==> config.mk <==
export PLATFORM = sky130hd
export DESIGN_NAME = receiver_timing_and_shift_register_flat
export DESIGN_NICKNAME = d
export VERILOG_FILES = /design/src/rtl/receiver_timing_and_shift_register_if.sv /design/src/rtl/receiver_timing_and_shift_register.sv /design/src/flat_wrapper.sv
export SDC_FILE = /design/constraint.sdc
export NUM_CORES = 1
export LEC_CHECK = 0
export CELL_PAD_IN_SITES_DETAIL_PLACEMENT = 1
export CELL_PAD_IN_SITES_GLOBAL_PLACEMENT = 1
export CORE_MARGIN = 1.5
export CORE_UTILIZATION = 48
export CTS_CLUSTER_DIAMETER = 40
export DETAILED_ROUTE_END_ITERATION = 16
export DONT_BUFFER_PORTS = 1
export PLACE_DENSITY = 0.79
export SLEW_MARGIN = 20
export SYNTH_ARGS = -nofsm -noshare
export SYNTH_HDL_FRONTEND = slang
export SYNTH_SLANG_ARGS = --single-unit
==> constraint.sdc <==
create_clock -name m_clk -period 2 [get_ports m_clk]
set_input_delay 0.4 -clock m_clk [delete_from_list [all_inputs] [get_ports m_clk]]
set_output_delay 0.4 -clock m_clk [all_outputs]
set_load 0.01 [all_outputs]
==> src/rtl/receiver_timing_and_shift_register_if.sv <==
// Serial line, line-control and host handshake signals of the UART receiver.
// The master drives the line and configuration; the slave (receiver) returns the character and status.
interface receiver_timing_and_shift_register_if;
    logic       rx;
    logic       PEN;
    logic       EPS;
    logic       SP;
    logic       STB;
    logic [1:0] WLS;
    logic       rd_ack;
    logic [7:0] data_out;
    logic       data_ready;
    logic       parity_error;
    logic       framing_error;
    logic       overrun_error;
    logic       break_int;
    logic       busy;

    modport master (
        output rx, PEN, EPS, SP, STB, WLS, rd_ack,
        input  data_out, data_ready, parity_error, framing_error,
               overrun_error, break_int, busy
    );

    modport slave (
        input  rx, PEN, EPS, SP, STB, WLS, rd_ack,
        output data_out, data_ready, parity_error, framing_error,
               overrun_error, break_int, busy
    );
endinterface

==> src/rtl/receiver_timing_and_shift_register.sv <==
// UART receiver: oversampled start detection, LSB-first shift-in, parity/stop checks,
// break detection and a ready/ack handshake with sticky error flags.
module receiver_timing_and_shift_register #(
    parameter int unsigned OS_RATE = 16
) (
    input  logic                                 m_clk,
    input  logic                                 reset,
    receiver_timing_and_shift_register_if.slave  bus
);
    localparam int unsigned      CNT_W    = $clog2(OS_RATE);
    localparam logic [CNT_W-1:0] CNT_HALF = CNT_W'(OS_RATE / 2 - 1);
    localparam logic [CNT_W-1:0] CNT_LAST = CNT_W'(OS_RATE - 1);

    typedef enum logic [2:0] {
        S_IDLE, S_START, S_DATA, S_PARITY, S_STOP, S_BRK_WAIT
    } state_t;

    state_t           r_state;
    state_t           w_state_next;
    logic             r_sync1;
    logic             r_sync2;
    logic             w_rx_s;
    logic [CNT_W-1:0] r_cnt;
    logic [2:0]       r_bit_idx;
    logic [7:0]       r_shift;
    logic [1:0]       r_wls;
    logic             r_pen;
    logic             r_eps;
    logic             r_sp;
    logic             r_all_zero;
    logic             r_par_err;
    logic [7:0]       r_data_out;
    logic             r_data_ready;
    logic             r_parity_error;
    logic             r_framing_error;
    logic             r_overrun_error;
    logic             r_break_int;
    logic             r_busy;
    logic             w_frame_start;
    logic             w_start_ok;
    logic             w_data_smp;
    logic             w_par_smp;
    logic             w_stop_smp;
    logic             w_brk;
    logic             w_par_exp;
    logic             w_unused;

    // Only the first stop bit is checked, so the stop-bit count has no effect here.
    assign w_unused = bus.STB;

    always_ff @(posedge m_clk or negedge reset) begin
        if (!reset) begin
            r_sync1 <= 1'b1;
            r_sync2 <= 1'b1;
        end else begin
            r_sync1 <= bus.rx;
            r_sync2 <= r_sync1;
        end
    end

    assign w_rx_s = r_sync2;

    always_ff @(posedge m_clk or negedge reset) begin
        if (!reset) r_state <= S_IDLE;
        else        r_state <= w_state_next;
    end

    always_comb begin
        w_state_next  = r_state;
        w_frame_start = 1'b0;
        w_start_ok    = 1'b0;
        w_data_smp    = 1'b0;
        w_par_smp     = 1'b0;
        w_stop_smp    = 1'b0;
        w_brk         = 1'b0;
        unique case (r_state)
            S_IDLE: begin
                if (!w_rx_s) begin
                    w_state_next  = S_START;
                    w_frame_start = 1'b1;
                end
            end
            S_START: begin
                if (r_cnt == CNT_HALF) begin
                    if (w_rx_s) begin
                        w_state_next = S_IDLE;
                    end else begin
                        w_state_next = S_DATA;
                        w_start_ok   = 1'b1;
                    end
                end
            end
            S_DATA: begin
                if (r_cnt == CNT_LAST) begin
                    w_data_smp = 1'b1;
                    if (r_bit_idx == 3'(r_wls) + 3'd4)
                        w_state_next = r_pen ? S_PARITY : S_STOP;
                end
            end
            S_PARITY: begin
                if (r_cnt == CNT_LAST) begin
                    w_par_smp    = 1'b1;
                    w_state_next = S_STOP;
                end
            end
            S_STOP: begin
                if (r_cnt == CNT_LAST) begin
                    w_stop_smp = 1'b1;
                    if (r_all_zero && !w_rx_s) begin
                        w_brk        = 1'b1;
                        w_state_next = S_BRK_WAIT;
                    end else begin
                        w_state_next = S_IDLE;
                    end
                end
            end
            S_BRK_WAIT: begin
                if (w_rx_s) w_state_next = S_IDLE;
            end
            default: w_state_next = S_IDLE;
        endcase
    end

    assign w_par_exp = r_sp ? ~r_eps : (r_eps ? ^r_shift : ~(^r_shift));

    // Bit-period counter, shift register and the configuration captured at the start edge.
    always_ff @(posedge m_clk or negedge reset) begin
        if (!reset) begin
            r_cnt      <= '0;
            r_bit_idx  <= 3'd0;
            r_shift    <= 8'd0;
            r_wls      <= 2'd0;
            r_pen      <= 1'b0;
            r_eps      <= 1'b0;
            r_sp       <= 1'b0;
            r_all_zero <= 1'b0;
            r_par_err  <= 1'b0;
        end else begin
            if (r_state == S_IDLE || r_state == S_BRK_WAIT || w_start_ok || r_cnt == CNT_LAST)
                r_cnt <= '0;
            else
                r_cnt <= r_cnt + CNT_W'(1);

            if (w_frame_start) begin
                r_bit_idx  <= 3'd0;
                r_shift    <= 8'd0;
                r_wls      <= bus.WLS;
                r_pen      <= bus.PEN;
                r_eps      <= bus.EPS;
                r_sp       <= bus.SP;
                r_all_zero <= 1'b1;
                r_par_err  <= 1'b0;
            end
            if (w_data_smp) begin
                r_shift[r_bit_idx] <= w_rx_s;
                r_bit_idx          <= r_bit_idx + 3'd1;
            end
            if (w_data_smp || w_par_smp || w_stop_smp)
                r_all_zero <= r_all_zero & ~w_rx_s;
            if (w_par_smp)
                r_par_err <= (w_rx_s != w_par_exp);
        end
    end

    // Completion beats a simultaneous rd_ack, so a fresh character is never lost.
    always_ff @(posedge m_clk or negedge reset) begin
        if (!reset) begin
            r_data_out      <= 8'd0;
            r_data_ready    <= 1'b0;
            r_parity_error  <= 1'b0;
            r_framing_error <= 1'b0;
            r_overrun_error <= 1'b0;
            r_break_int     <= 1'b0;
            r_busy          <= 1'b0;
        end else begin
            if (w_stop_smp) begin
                r_data_ready    <= 1'b1;
                r_parity_error  <= r_par_err;
                r_framing_error <= ~w_rx_s;
                r_overrun_error <= r_data_ready & ~bus.rd_ack;
                if (w_brk) begin
                    r_data_out  <= 8'd0;
                    r_break_int <= 1'b1;
                end else begin
                    r_data_out  <= r_shift;
                    r_break_int <= r_break_int & ~bus.rd_ack;
                end
            end else if (bus.rd_ack) begin
                r_data_ready    <= 1'b0;
                r_parity_error  <= 1'b0;
                r_framing_error <= 1'b0;
                r_overrun_error <= 1'b0;
                r_break_int     <= 1'b0;
            end
            r_busy <= (w_state_next != S_IDLE);
        end
    end

    assign bus.data_out      = r_data_out;
    assign bus.data_ready    = r_data_ready;
    assign bus.parity_error  = r_parity_error;
    assign bus.framing_error = r_framing_error;
    assign bus.overrun_error = r_overrun_error;
    assign bus.break_int     = r_break_int;
    assign bus.busy          = r_busy;
endmodule
==> src/flat_wrapper.sv <==
// flat-port wrapper written by rule: the top's interface ports become plain ports
module receiver_timing_and_shift_register_flat 
#(
    parameter int unsigned OS_RATE = 16
)
  (m_clk, reset, bus_rx, bus_PEN, bus_EPS, bus_SP, bus_STB, bus_WLS, bus_rd_ack, bus_data_out, bus_data_ready, bus_parity_error, bus_framing_error, bus_overrun_error, bus_break_int, bus_busy);
  receiver_timing_and_shift_register_if bus_i ();
  input  logic m_clk;
  input  logic reset;
  input wire logic [$bits(bus_i.rx)-1:0] bus_rx;
  input wire logic [$bits(bus_i.PEN)-1:0] bus_PEN;
  input wire logic [$bits(bus_i.EPS)-1:0] bus_EPS;
  input wire logic [$bits(bus_i.SP)-1:0] bus_SP;
  input wire logic [$bits(bus_i.STB)-1:0] bus_STB;
  input wire logic [$bits(bus_i.WLS)-1:0] bus_WLS;
  input wire logic [$bits(bus_i.rd_ack)-1:0] bus_rd_ack;
  output wire logic [$bits(bus_i.data_out)-1:0] bus_data_out;
  output wire logic [$bits(bus_i.data_ready)-1:0] bus_data_ready;
  output wire logic [$bits(bus_i.parity_error)-1:0] bus_parity_error;
  output wire logic [$bits(bus_i.framing_error)-1:0] bus_framing_error;
  output wire logic [$bits(bus_i.overrun_error)-1:0] bus_overrun_error;
  output wire logic [$bits(bus_i.break_int)-1:0] bus_break_int;
  output wire logic [$bits(bus_i.busy)-1:0] bus_busy;
  assign bus_i.rx = bus_rx;
  assign bus_i.PEN = bus_PEN;
  assign bus_i.EPS = bus_EPS;
  assign bus_i.SP = bus_SP;
  assign bus_i.STB = bus_STB;
  assign bus_i.WLS = bus_WLS;
  assign bus_i.rd_ack = bus_rd_ack;
  assign bus_data_out = bus_i.data_out;
  assign bus_data_ready = bus_i.data_ready;
  assign bus_parity_error = bus_i.parity_error;
  assign bus_framing_error = bus_i.framing_error;
  assign bus_overrun_error = bus_i.overrun_error;
  assign bus_break_int = bus_i.break_int;
  assign bus_busy = bus_i.busy;
  receiver_timing_and_shift_register #(.OS_RATE(OS_RATE)) u_core (.m_clk(m_clk), .reset(reset), .bus(bus_i));
endmodule
After elaboration in Yosys (flattened, before gate mapping) --
Index checks and enable logic that the tools add are counted.
Operators by class: divide/modulo/power cells 0, mux-type cells 44, shift operators 0, reductions and logical operators 15, equal/unequal tests 9, magnitude comparators 2, bitwise gates (word level) 7, add/sub/neg operators 3, $mul 0
Operators with widths (count):
- $mux 3 | 11
- $mux 1 | 25
- $mux 8 | 3
- $pmux 3 s6 | 1
- $bwmux 8 | 1
- $reduce_bool 2->1 | 4
- $reduce_xor 8->1 | 1
- $eq 3x2->1 const B | 2
- $eq 3x3->1 const B | 2
- $logic_or 1x1->1 | 5
- $add 4x1->4 const B | 1
- $eq 4x3->1 const B | 1
- $eq 4x4->1 const B | 1
- $lt 3x4->1 const B | 1
- $mux 4 | 1
- $not 1->1 | 4
- $add 2x3->3 const B | 1
- $add 3x1->3 const B | 1
- $and 1x1->1 | 3
- $demux 1 s3 | 1
- $eq 3x1->1 const B | 1
- $eq 3x3->1 | 1
- $ge 3x1->1 const B | 1
- $logic_not 3->1 | 1
- other kinds (5) | 6
Word-level totals: memories 0, bits of input ports 10, bits in latches 0, memory bits (writable) 0, memory bits (read-only) 0, word-level logic and storage cells 99, output and inout port bits 14, bits in registers 41

Longest topological paths before layout --
word-level depth 7, mapped depth 8, mapped depth without buffers 7

Worst setup path before layout --
Ideal clock, no wire load.
kind register to register, from reg u_core.r_cnt[0], to reg u_core.r_busy, in the netlist u_core.bus.busy, arrival 1.594 ns, buffers on the path 1, slack 0.274 ns, required time 1.869 ns, setup time 0.131 ns, period minus slack after synthesis 1.726 ns, stages on the path, launching flop included 8, path through dfrtp_1 -> ha_1 -> and3_1 -> buf_6 -> and3_4 -> nand3_1 -> nand3_2 -> or3_1
Between the ends: word-level cells in the longest chain between the ends 4, elaborated cells on any way between the ends 8, those cells by class eq/ne: 2; mux: 5; reduce/logical: 1
RTL lines:
- start: declaration | RTL line receiver_timing_and_shift_register.sv:23 | logic [CNT_W-1:0] r_cnt;
- start signal: assignment | RTL line receiver_timing_and_shift_register.sv:142 | r_cnt <= r_cnt + CNT_W'(1);
- $eq 4x4->1 or $eq 4x3->1 (tied branches)
- $mux 3 (on tied branches)
- $pmux 3 s6 (*) | RTL line receiver_timing_and_shift_register.sv:76 | unique case (r_state)
- via u_core.w_state_next[1] | RTL line receiver_timing_and_shift_register.sv:19 | state_t w_state_next;
- $reduce_bool 3->1 (*) | RTL line receiver_timing_and_shift_register.sv:195 | r_busy <= (w_state_next != S_IDLE);
- end signal: assignment | RTL line receiver_timing_and_shift_register.sv:195
- end: declaration | RTL line receiver_timing_and_shift_register.sv:38 | logic r_busy;
The timed path passes the listed nets; every way through them passes the cells marked *. A chain may end at the register's enable or synchronous reset.

Final worst setup path --
Same ends and word-level chain as after synthesis.

==> impl_metrics.env <==
export IMPL_row_count=23
export IMPL_io_buffers=0
export IMPL_place_congestion=0.8626
export IMPL_hold_path_class="in -> reg"
export IMPL_synthTopCellsByCount="dfrtp_1, nand2_1, o21ai_0"
export IMPL_rsz0062_at_grt="no"
export IMPL_syn_area_per_cell_um2=9.978
export IMPL_yosysTopAreaCell="dfrtp_1"
export IMPL_synth_area_leaders="dfrtp_1, nand2_1, o21ai_0, xnor2_1, nand3_1"
export IMPL_leakagePower_nw=0.8980
export IMPL_drive_above_1_share_pct=15.08
export IMPL_cp_data_required_time_ns=2.17
export IMPL_grt_pass1_vias=1585
export IMPL_cts_buffer_depth=2
export IMPL_ys_seq_area_share_pct=52.59
export IMPL_antenna_found_initial=0
export IMPL_synthAdderAreaFrac_pct=1.280
export IMPL_status="finished clean"
export IMPL_clkSlewWorstSetupHoldPaths_ns=0.08
export IMPL_tightest_slew_ns=0.3843
export IMPL_synthSimpleGateAreaFrac_pct=22.71
export IMPL_syn_to_final_growth_pct=8.125
export IMPL_slew_headroom_pct=74.38
export IMPL_insertedDiodeCount=0
export IMPL_nNetsFinal=211
export IMPL_drt_first_pass_iters=4
export IMPL_busiest_layer="met2"
export IMPL_tns_ns=0
export IMPL_die_h_um=66.83
export IMPL_end_kind="flip-flop"
export IMPL_viasPerCell=5.675
export IMPL_coreArea_mm2=0.003971
export IMPL_grt_ovfl_total=0
export IMPL_syn_inst=196
export IMPL_synth_edf_count=0
export IMPL_drc=0
export IMPL_ant_nets=0
export IMPL_syn_nets=208
export IMPL_grt_use_total_pct=22.95
export IMPL_clock_sinks=41
export IMPL_power_density_mw_per_mm2=1021
export IMPL_holdWs_ns=0.09968
export IMPL_critical_path_max_fanout=8
export IMPL_cts_tree="yes"
export IMPL_cts_htree_levels=2
export IMPL_peakVddDrop_uv=607.9
export IMPL_async_flop_share_pct=100.0
export IMPL_dp_final_hpwl_um=3102
export IMPL_grt_pass1_wl_um=7403
export IMPL_maxCapViolCount=0
export IMPL_drt_initial_drc_count=122
export IMPL_fin_skew_ns=0.006825
export IMPL_die_width_um=66.83
export IMPL_die_area_mm2=0.004466
export IMPL_wire_per_inst_um=17.59
export IMPL_synth_top_area_share_pct=49.90
export IMPL_met1_usage_pct=25.43
export IMPL_ys_ff_latch=41
export IMPL_initial_core_util_pct=49.24
export IMPL_synth_distinct_cells=38
export IMPL_ys_flop_type="dfrtp_1"
export IMPL_use_met2_pct=41.13
export IMPL_crit_type="reg -> reg"
export IMPL_synth_top_family_by_area="simple AND/OR/NAND/NOR gates"
export IMPL_synth_xor_area_share_pct=6.270
export IMPL_cts_inserted_buffers=5
export IMPL_slew_viol_final=0
export IMPL_met3_usage_pct=6.588
export IMPL_min_period_ns=1.870
export IMPL_root_buffer="clkbuf_8"
export IMPL_synth_compound_area_share_pct=10.94
export IMPL_n_fill_cell=458
export IMPL_yosysMostFrequentCell="dfrtp_1"
export IMPL_arrival_ns=2.04
export IMPL_grt_max_degree=42
export IMPL_ioPinCount=24
export IMPL_rrSetupSlack_ns=0.13
export IMPL_setup_viol=0
export IMPL_cts_setup_buffers=0
export IMPL_synthMuxAreaShare_pct=2.879
export IMPL_cp_start_kind="flip-flop"
export IMPL_synth_warnings=0
export IMPL_synthesis_area_mm2=0.001956
export IMPL_vias=1413
export IMPL_clkLatencyLatePin_ns=0.30
export IMPL_max_freq_mhz=534.9
export IMPL_hold_viol_final=0
export IMPL_fin_crit_sh_pct=93.48
export IMPL_wirelength_um=4381
metal layers:
layer	vias up	wire length, µm
met4	0	79
met1	716	1762
met5	-	0
met2	20	2387
li1	669	-
met3	8	151
power breakdown:
group / internal [mW] / switching, mW / leakage, nW
Sequential: 0.967 / 0.171 / 0.532
Clock: 0.274 / 0.273 / 0.0443
Combinational: 0.237 / 0.238 / 0.321
Total: 1.48 / 0.682 / 0.898
flip-flops by register name, summed over array words and instances (netlist names):
| register | flops |
|---|---|
| u_core.bus.parity_error | 1 |
| u_core.bus.data_out | 8 |
| u_core.r_sp | 1 |
| u_core.r_sync1 | 1 |
| u_core.r_bit_idx | 3 |
| u_core.r_cnt | 4 |
| u_core.bus.busy | 1 |
| u_core.r_shift | 8 |
| u_core.r_eps | 1 |
| u_core.r_wls | 2 |
| u_core.r_par_err | 1 |
| u_core.r_all_zero | 1 |
| u_core.r_pen | 1 |
| u_core.bus.break_int | 1 |
| u_core.r_state | 3 |
| u_core.r_sync2 | 1 |
| u_core.bus.data_ready | 1 |
| u_core.bus.framing_error | 1 |
| u_core.bus.overrun_error | 1 |
final timing paths:
check	start	to	cells after the start
worst max-delay path	u_core.r_cnt[0]	u_core.bus.busy	6
worst min-delay path	bus_rx	u_core.r_sync1	0
worst max register to register	u_core.r_cnt[0]	u_core.bus.busy	6
worst min register to register	u_core.r_sync1	u_core.r_sync2	0
max in group asynchronous	reset	u_core.r_sync1	2
min in group asynchronous	reset	u_core.r_all_zero	2
cell families after synthesis:
family | after synthesis
buffers and inverters | 13
multiplexers | 5
adder cells (fa/ha/maj) | 2
flip-flops | 41
AO/OA/AOI/OAI | 36
AND/OR/NAND/NOR | 85
XOR/XNOR | 14
per-stage QoR:
stage	util (%)	power, mW	instance area [µm²]	setup WS (ns)	instances
2_1_floorplan	-	1.481	1956	0.2743	196
3_3_place_gp	50.22	1.538	1994	0.1957	240
3_5_place_dp	50.22	1.595	1994	0.07317	240
4_1_cts	53.15	2.172	2111	0.04251	249
5_1_grt	53.25	2.293	2115	0.01899	249
6_report	53.25	2.160	2115	0.1305	249
layout make-up:
cell class	count	area [µm²]	share of cell area, %
Multi-Input combinational cell	142	865.8	40.95
Sequential cell	41	1028	48.64
Timing Repair Buffer	6	60.06	2.840
Clock buffer	7	86.33	4.083
Tap cell	50	62.56	2.959
Inverter	3	11.26	0.5325
cell usage in the layout (no fill, tap or decap), types with 2 or more instances in the layout:
master	instances
a21oi_1	3
and2_1	2
buf_4	4
dfstp_2	2
nand3_1	13
xor2_1	3
nand2_1	37
nor2b_1	2
clkbuf_8	6
o21ai_0	24
o211ai_1	2
nand3_2	2
ha_1	2
nand3b_1	4
nor3b_2	3
dfrtp_1	39
inv_1	3
mux2_2	5
nor2_1	11
xnor2_1	11
repair_timing:
action,4_1_cts,5_1_grt
hold endpoints to repair,41,0
gates resized for setup,0,2
hold buffers,2,0
endpoints found under the setup margin,0,5
critical path, cell delays in order (launching register included):
cell and delay [ns]:
dfrtp_1 0.40, ha_1 0.25, and3_2 0.29, and3_4 0.22, nand2_1 0.08, o2111ai_1 0.15
or3_1 0.35
(Power assumes the default switching activity.)
